==> src/rtl/prog_loader.sv <==
// prog_loader: boot-time framed byte-stream loader that fills program memory and releases the CPU on a good checksum
module prog_loader #(
  parameter int ADDR_W = 12,
  parameter int TIMEOUT = 1024,
  parameter logic [7:0] HDR = 8'hA5
) (
  input  logic              clk,
  input  logic              rst,
  input  logic [7:0]        in_data,
  input  logic              in_valid,
  output logic              in_ready,
  input  logic              boot_req,
  output logic              pm_we,
  output logic [ADDR_W-1:0] pm_addr,
  output logic [15:0]       pm_wdata,
  output logic              cpu_hold,
  output logic              bootstrapping,
  output logic              done,
  output logic              err,
  output logic [1:0]        err_code,
  output logic [ADDR_W:0]   loaded_count
);
  localparam int TW = $clog2(TIMEOUT + 1);
  typedef enum logic [2:0] {WAIT_HDR, LEN_HI, LEN_LO, DATA_HI, DATA_LO, CHECK, RUN, ERR} state_t;
  state_t state, state_n;
  logic [3:0] nh;
  logic [ADDR_W-1:0] n, idx;
  logic [7:0] hi, chk;
  logic [TW-1:0] tmo;
  logic wr_pend, accept, busy, tmo_hit, chk_ok;
  // state register
  always_ff @(posedge clk) begin
    if (rst) state <= WAIT_HDR;
    else state <= state_n;
  end
  // next-state decode, handshake and status outputs; a byte accepted on the timeout cycle suppresses the abort
  always_comb begin
    busy = state inside {LEN_HI, LEN_LO, DATA_HI, DATA_LO, CHECK};
    in_ready = state != RUN && state != ERR;
    accept = in_valid && in_ready;
    tmo_hit = busy && !accept && (int'(tmo) + 1 >= TIMEOUT);
    chk_ok = in_data == chk;
    bootstrapping = busy;
    err = state == ERR;
    pm_we = wr_pend && !rst;
    state_n = state;
    if (tmo_hit) state_n = ERR;
    else
      case (state)
        WAIT_HDR: state_n = (accept && in_data == HDR) ? LEN_HI : WAIT_HDR;
        LEN_HI:   state_n = accept ? LEN_LO : LEN_HI;
        LEN_LO:   state_n = !accept ? LEN_LO : ({nh, in_data} == 12'd0) ? CHECK : DATA_HI;
        DATA_HI:  state_n = accept ? DATA_LO : DATA_HI;
        DATA_LO:  state_n = !accept ? DATA_LO : (idx + ADDR_W'(1) == n) ? CHECK : DATA_HI;
        CHECK:    state_n = !accept ? CHECK : chk_ok ? RUN : ERR;
        RUN:      state_n = boot_req ? WAIT_HDR : RUN;
        default:  state_n = WAIT_HDR;
      endcase
  end
  // frame datapath: length, checksum, word assembly, delayed memory write, idle counter and result flags
  always_ff @(posedge clk) begin
    if (rst) begin
      nh <= '0;
      n <= '0;
      idx <= '0;
      hi <= '0;
      chk <= '0;
      tmo <= '0;
      wr_pend <= 1'b0;
      pm_addr <= '0;
      pm_wdata <= '0;
      cpu_hold <= 1'b1;
      done <= 1'b0;
      err_code <= 2'b00;
      loaded_count <= '0;
    end else begin
      wr_pend <= accept && state == DATA_LO;
      done <= accept && state == CHECK && chk_ok;
      tmo <= (busy && !accept) ? tmo + TW'(1) : '0;
      if (accept && state == WAIT_HDR && in_data == HDR) begin
        idx <= '0;
        chk <= '0;
      end
      if (accept && state == LEN_HI) nh <= in_data[3:0];
      if (accept && state == LEN_LO) n <= ADDR_W'({nh, in_data});
      if (accept && state == DATA_HI) begin
        hi <= in_data;
        chk <= chk + in_data;
      end
      if (accept && state == DATA_LO) begin
        chk <= chk + in_data;
        pm_addr <= idx;
        pm_wdata <= {hi, in_data};
        idx <= idx + ADDR_W'(1);
      end
      if (accept && state == CHECK && chk_ok) begin
        loaded_count <= {1'b0, n};
        cpu_hold <= 1'b0;
      end
      if (state == RUN && boot_req) cpu_hold <= 1'b1;
      if (tmo_hit) err_code <= 2'b10;
      else if (accept && state == CHECK && !chk_ok) err_code <= 2'b01;
    end
  end
endmodule

==> config.mk <==
export PLATFORM = sky130hd
export DESIGN_NAME = prog_loader
export DESIGN_NICKNAME = d
export VERILOG_FILES = /design/src/rtl/prog_loader.sv
export SDC_FILE = /design/constraint.sdc
export NUM_CORES = 1
export LEC_CHECK = 0
export ABC_AREA = 1
export CORE_MARGIN = 2
export CORE_UTILIZATION = 50
export DETAILED_ROUTE_END_ITERATION = 8
export GPL_TIMING_DRIVEN = 0
export HOLD_SLACK_MARGIN = 0.06
export PLACE_DENSITY = 0.76
export SKIP_CTS_REPAIR_TIMING = 1
export SYNTH_ARGS = -nofsm -noshare
export SYNTH_HDL_FRONTEND = slang
export SYNTH_SLANG_ARGS = --single-unit
export TNS_END_PERCENT = 5
==> constraint.sdc <==
create_clock -name clk -period 1.95 [get_ports clk]
set_input_delay 0.2925 -clock clk [delete_from_list [all_inputs] [get_ports clk]]
set_output_delay 0.2925 -clock clk [all_outputs]
set_load 0.02 [all_outputs]
### Yosys cells after proc, flatten, opt, wreduce, memory -nomap -nowiden

Cells that the tools add are included.

| word-level totals | value |
|---|---|
| register bits | 103 |
| input port bits | 12 |
| output and inout bits | 49 |
| word-level logic and storage cells | 80 |

| operators by class | value |
|---|---|
| add/subtract/negate cells | 4 |
| $lt $le $gt $ge | 1 |
| equal/unequal tests | 12 |
| muxes and demuxes | 19 |
| bitwise logic cells | 1 |
| reductions and logical operators | 28 |

Operator list:

| cell | number |
|---|---|
| 2-to-1 mux 12 bit | 2 |
| 2-to-1 mux 8 bit | 3 |
| 2-to-1 mux 3 bit | 7 |
| case mux 3 bit (7 select lines) | 1 |
| logical AND 1 bit | 16 |
| adder 11 x 1 -> 12 bit, second input constant | 1 |
| adder 12 x 1 -> 12 bit, second input constant | 1 |
| equality test 12 bit | 1 |
| equality test 3 bit, second input constant | 4 |
| greater-or-equal comparator 12 x 11 -> 1 bit, second input constant | 1 |
| zero test 12 bit | 1 |
| adder 11 x 1 -> 11 bit, second input constant | 1 |
| adder 8 bit | 1 |
| equality test 8 bit | 1 |
| equality test 8 bit, second input constant | 1 |
| 2-to-1 mux 2 bit | 4 |
| equality test 3 x 2 -> 1 bit, second input constant | 2 |
| != test 3 bit, second input constant | 2 |
| OR reduction 2 bit | 3 |
| nonzero test 5 bit | 1 |
| nonzero test 2 bit | 2 |
| equality test 3 x 1 -> 1 bit, second input constant | 1 |
| zero test 1 bit | 3 |
| zero test 3 bit | 1 |
| other kinds (3) | 4 |

### Longest topological paths before layout

| logic depth | value |
|---|---|
| depth after elaboration | 8 |
| gate-level depth with buffers | 16 |
| gate-level depth less buffers | 16 |

### Worst setup path after synthesis

Ideal clock, no wire load.

| timing | value |
|---|---|
| path type | input to register |
| start point | in in_data[0] |
| end point | reg chk[6] |
| setup time | 70 ps |
| data arrival time | 1792 ps |
| required time | 1880 ps |
| path slack | 88 ps |
| stages | 11 |
| cell sequence | ha_1 -> fa_1 -> nand2_1 -> inv_1 -> o21a_1 -> o21ai_0 -> nand2_1 -> a21oi_1 -> or2_2 -> nand3_1 -> a21oi_1 |

| on the way | value |
|---|---|
| cells in the longest elaborated chain, start to end | 3 |
| elaborated cells between the ends (all ways) | 6 |

Ends and longest elaborated chain:

| what | RTL line | RTL |
|---|---|---|
| start: declaration | 9 | `input logic [7:0] in_data,` |
| adder 8 bit or equality test 8 bit (tied branches) | 88, 91, 80 |  |
| 2-to-1 mux 8 bit or logical AND 1 bit (tied branches) | 86, 80 |  |
| 2-to-1 mux 8 bit or nonzero test 3 bit (tied branches) | -- |  |
| end signal: assignment | 88 | `chk <= chk + in_data;` |
| end signal: assignment | 91 | `chk <= chk + in_data;` |
| end: declaration | 28 | `logic [7:0] hi, chk;` |

Parallel ways exist; a longest one is shown, timed or not.
A chain may end at the register's enable or synchronous reset.

### Final worst setup path

| timing | value |
|---|---|
| start point | reg state[0] |
| end point | out bootstrapping |

| on the way | value |
|---|---|
| cells in the longest elaborated chain, start to end | 2 |
| elaborated cells between the ends (all ways) | 6 |

Ends and longest elaborated chain:

| what | RTL line | RTL |
|---|---|---|
| start: declaration | 25 | `state_t state, state_n;` |
| start signal: assignment | 34 | `else state <= state_n;` |
| equality test 3 x 1 -> 1 bit (tied with other cells) | 38 | `busy = state inside {LEN_HI, LEN_LO, DATA_HI, DATA_LO, CHECK};` |
| nonzero test 5 bit * | 38 |  |
| end: declaration | 17 | `output logic bootstrapping,` |

Every way passes the cells marked *; elsewhere a longest branch is shown, timed or not.

==> PnR_summary.wiki <==
{| class="wikitable"
! Metric !! Value
|-
| Final wirelength || 11850 um
|-
| Height of the die || 100.6 um
|-
| Minimum clock period || approximately 2.0 ns
|-
| Flip-flop cell with the highest count after synthesis || dfxtp_1
|-
| DRC viols || 0
|-
| Grt total ovfl || 0
|-
| Synthesis Warnings || 0
|-
| Area enclosed by the die boundary || 0.01011 mm^2
|-
| Share of cells above drive strength 1 || 0.07661
|-
| Routed WL per cell || approximately 14 um
|-
| TritonCTS clock tree || yes
|-
| # Max-Cap Violations || 0
|-
| Peak fanout along the critical path || 5
|-
| Maximum number of buffers from clock root to sink || 2
|-
| Count of flip-flops with a built-in enable after synthesis || 0
|-
| Wl on met1 || ~5300 um
|-
| Period utilisation layout || 1.012
|-
| Mean number of vias per cell || 5.323
|-
| Critical path class || register to output pin
|-
| Die Span X || 100.6 um
|-
| Initial detailed-routing violation count || 283
|-
| Number of placement rows || 35
|-
| Overall power consumption || around 3.8 mW
|-
| Final setup skew || 0.01136 ns
|-
| Sequential share of power || 0.560
|-
| Top cell types by occurrence after synthesis || nand2_1 (145), dfxtp_1 (103), nor2_1 (79)
|-
| Antenna diodes || 0
|-
| Number of nets with antenna violations after detailed routing || 0
|-
| Proportion of synthesized flip-flops having asynchronous set or reset || 0
|-
| I/O Pins || 61
|-
| Net Switching || approximately 860 uW
|-
| Number of detailed-route iterations in the first pass || 7
|-
| Depth of the CTS H-tree || 3
|-
| Biggest area contributors in the synthesized netlist || dfxtp_1 (44%), nand2_1 (12%), a21oi_1 (7.6%)
|-
| # nets final || 750
|-
| Finished layout cell area || around 0.0057 mm^2
|-
| Clk pin slew, worst setup/hold paths || 0.10 ns
|-
| Failing checks || setup timing
|-
| Worst slew slack as a fraction of its limit || 0.5677
|-
| Initial Utilization || 0.5094
|-
| Startpoint types || register
|-
| Run status || complete, but fails checks
|-
| Largest net degree at the start of global routing || 19
|-
| Area of placed instances || 0.005391 mm^2
|-
| Filler Cell Count || 844
|-
| Proportion of synthesized chip area in sequential cells || 0.4423
|-
| Unrepaired setup endpoints after global routing || true
|-
| Source-to-sink clock delay at the later pin of the worst-skew pair || 0.37 ns
|-
| Final worst setup slack || -0.02300 ns
|-
| Setup slack on the worst flop-to-flop path || -0.01 ns
|-
| Post-synthesis cell type with the largest combined area || dfxtp_1
|-
| Synth unique cells || 36
|-
| Portion of total power attributed to combinational logic || 0.037
|-
| Required time reported for the critical path endpoint || 1.66 ns
|-
| Total of endpoints with negative setup slack in the final report || 2
|-
| Clock Power Share || 0.403
|-
| Met3 Wirelength || between 400 and 500 um
|-
| Gr usage total || 0.2388
|-
| Total via count after detailed routing || 4482
|-
| Count of mapped cells out of synthesis || 656
|-
| Mapped cell area || 0.004662 mm^2
|-
| LEAKAGE || 2.320 nW
|-
| Design internal power || 2.889 mW
|-
| Final Hold Viols || 0
|-
| Area added between synthesis and finish || 22.87%
|-
| Largest voltage drop on the vdd net || 0.3780 mV
|-
| Core area || around 0.0092 mm^2
|-
| Clock net sink count || 103
|-
| Class of the worst hold path || input port to register
|-
| Global placement routability congestion || 0.9472
|-
| Most repeated cell in the gate-level netlist after synthesis || nand2_1
|-
| Synth Register Bits || 103
|-
| CTS Root Cell || clkbuf_8
|-
| Placed wire-length estimate after detailed placement || 8895 um
|-
| IO buf count || 59
|-
| Syn_nets || between 600 and 700
|-
| Least-Margin Pin Slew || ~0.65 ns
|-
| Wire length of the first global-routing pass || 19440 um
|-
| Crit path DAT || 1.68 ns
|-
| Post-synthesis area per instance || 7.107 um^2
|-
| Number of global-route vias before repair || 4184
|-
| Peak Freq || 506.8 MHz
|-
| Number of antenna violations at the first check in global routing || 0
|-
| Met2 wirelength from detailed routing || about 5900 um
|-
| Max-slew violation total from the final report || 0
|-
| Proportion of total power due to net switching || 0.2298
|-
| Top Layer Used || met4
|-
| Power per cell area || approximately 650 mW/mm^2
|-
| Yosys top cell area share || 0.4423
|-
| Number of CTS-inserted buffers || 9
|-
| Endpoint kind of the worst setup timing path || output pin
|}
==> power groups by stage <==
stage | clock network [mW] | registers [mW] | logic [mW]
after floorplan | 0 | 2.15 | 0.0629
after global placement | 0 | 2.15 | 0.128
after detailed placement | 0 | 2.15 | 0.130
after CTS | 1.53 | 2.10 | 0.130
after global routing | 1.63 | 2.10 | 0.151
final | 1.51 | 2.10 | 0.140
==> logic make-up (layout without fill, tap and decap cells) <==
logic type | Yosys count | count (layout) | synth area share
buffers and inverters | 87 | 162 | 0.07407
AO/OA/AOI/OAI | 134 | 134 | 0.1492
AND/OR/NAND/NOR | 310 | 310 | 0.2829
adder cells (fa/ha/maj) | 12 | 12 | 0.03382
flip-flops | 103 | 103 | 0.4423
other | 1 | 1 | 0.0008044
XOR/XNOR | 9 | 9 | 0.01691
==> layout make-up <==
cell class / count / area (um^2) / share of cell area
clock buffers: 9 / 123.9 / 0.02163
inverters: 61 / 229.0 / 0.03997
clock inverters: 7 / 105.1 / 0.01835
plain buffers: 26 / 123.9 / 0.02163
repair buffers: 59 / 610.6 / 0.1066
multi-input cells: 466 / 2325 / 0.4059
well taps: 111 / 138.9 / 0.02425
flip-flops and latches: 103 / 2072 / 0.3617
==> registers in the layout, summed over array words and instances, names as in the netlist, 2 cells and up <==
| signal | count |
|---|---|
| pm_wdata | 16 |
| idx | 12 |
| loaded_count | 12 |
| n | 12 |
| pm_addr | 12 |
| tmo | 11 |
| chk | 8 |
| hi | 8 |
| nh | 4 |
| state | 3 |
| err_code | 2 |
==> critical path, stage by stage (launching register included) <==
cell,delay [ns]
dfxtp_1,0.41
nor2_1,0.08
nand2_1,0.11
nand2_1,0.08
inv_1,0.05
clkdlybuf4s50_1,0.59
==> per-stage QoR <==
step | cells | util | setup TNS [ns] | hold WS, ns | setup WS, ns
after global routing | 842 | 0.6258 | -0.7646 | 0.3532 | -0.1532
after CTS | 842 | 0.6141 | -5.346 | 0.4674 | -0.3844
after global placement | 826 | 0.5891 | -15.92 | 0.4454 | -0.7159
after detailed placement | 826 | 0.5891 | -17.30 | 0.4518 | -0.7670
after floorplan | 656 | - | 0 | 0.3759 | 0.08798
final | 842 | 0.6258 | -0.03494 | 0.3544 | -0.02300
==> layer usage <==
metal	up-vias	GRT usage
met5	-	0
met4	0	0.07587
met3	19	0.03121
met2	120	0.4177
met1	2063	0.3056
li1	2280	-
==> final timing paths <==
check | start | to | cells after the start
max reg2reg | chk[0] | chk[6] | 11
max | state[0] | bootstrapping | 5
min reg2reg | loaded_count[8] | loaded_count[8] | 2
min | in_data[4] | hi[4] | 3
==> placed cells by master, fill, tap and decap left out, types with 3 or more instances in the layout <==
master             n
xor2_1             4
or2_2              4
clkbuf_1          14
nor2_4             3
nor2_1            79
nor4_1             4
buf_2              6
a21oi_1           70
clkdlybuf4s50_1   51
ha_4               3
nand3_1           54
nor3_1             6
dfxtp_1           99
nand4_1            6
clkbuf_8           9
nand2_2            3
o21ai_0           51
ha_1               7
buf_4              4
inv_1             57
xnor2_1            5
nand2_1          144
dlymetal6s2s_1     8
inv_2              4
Note: power is estimated with default switching activity, not from simulation.
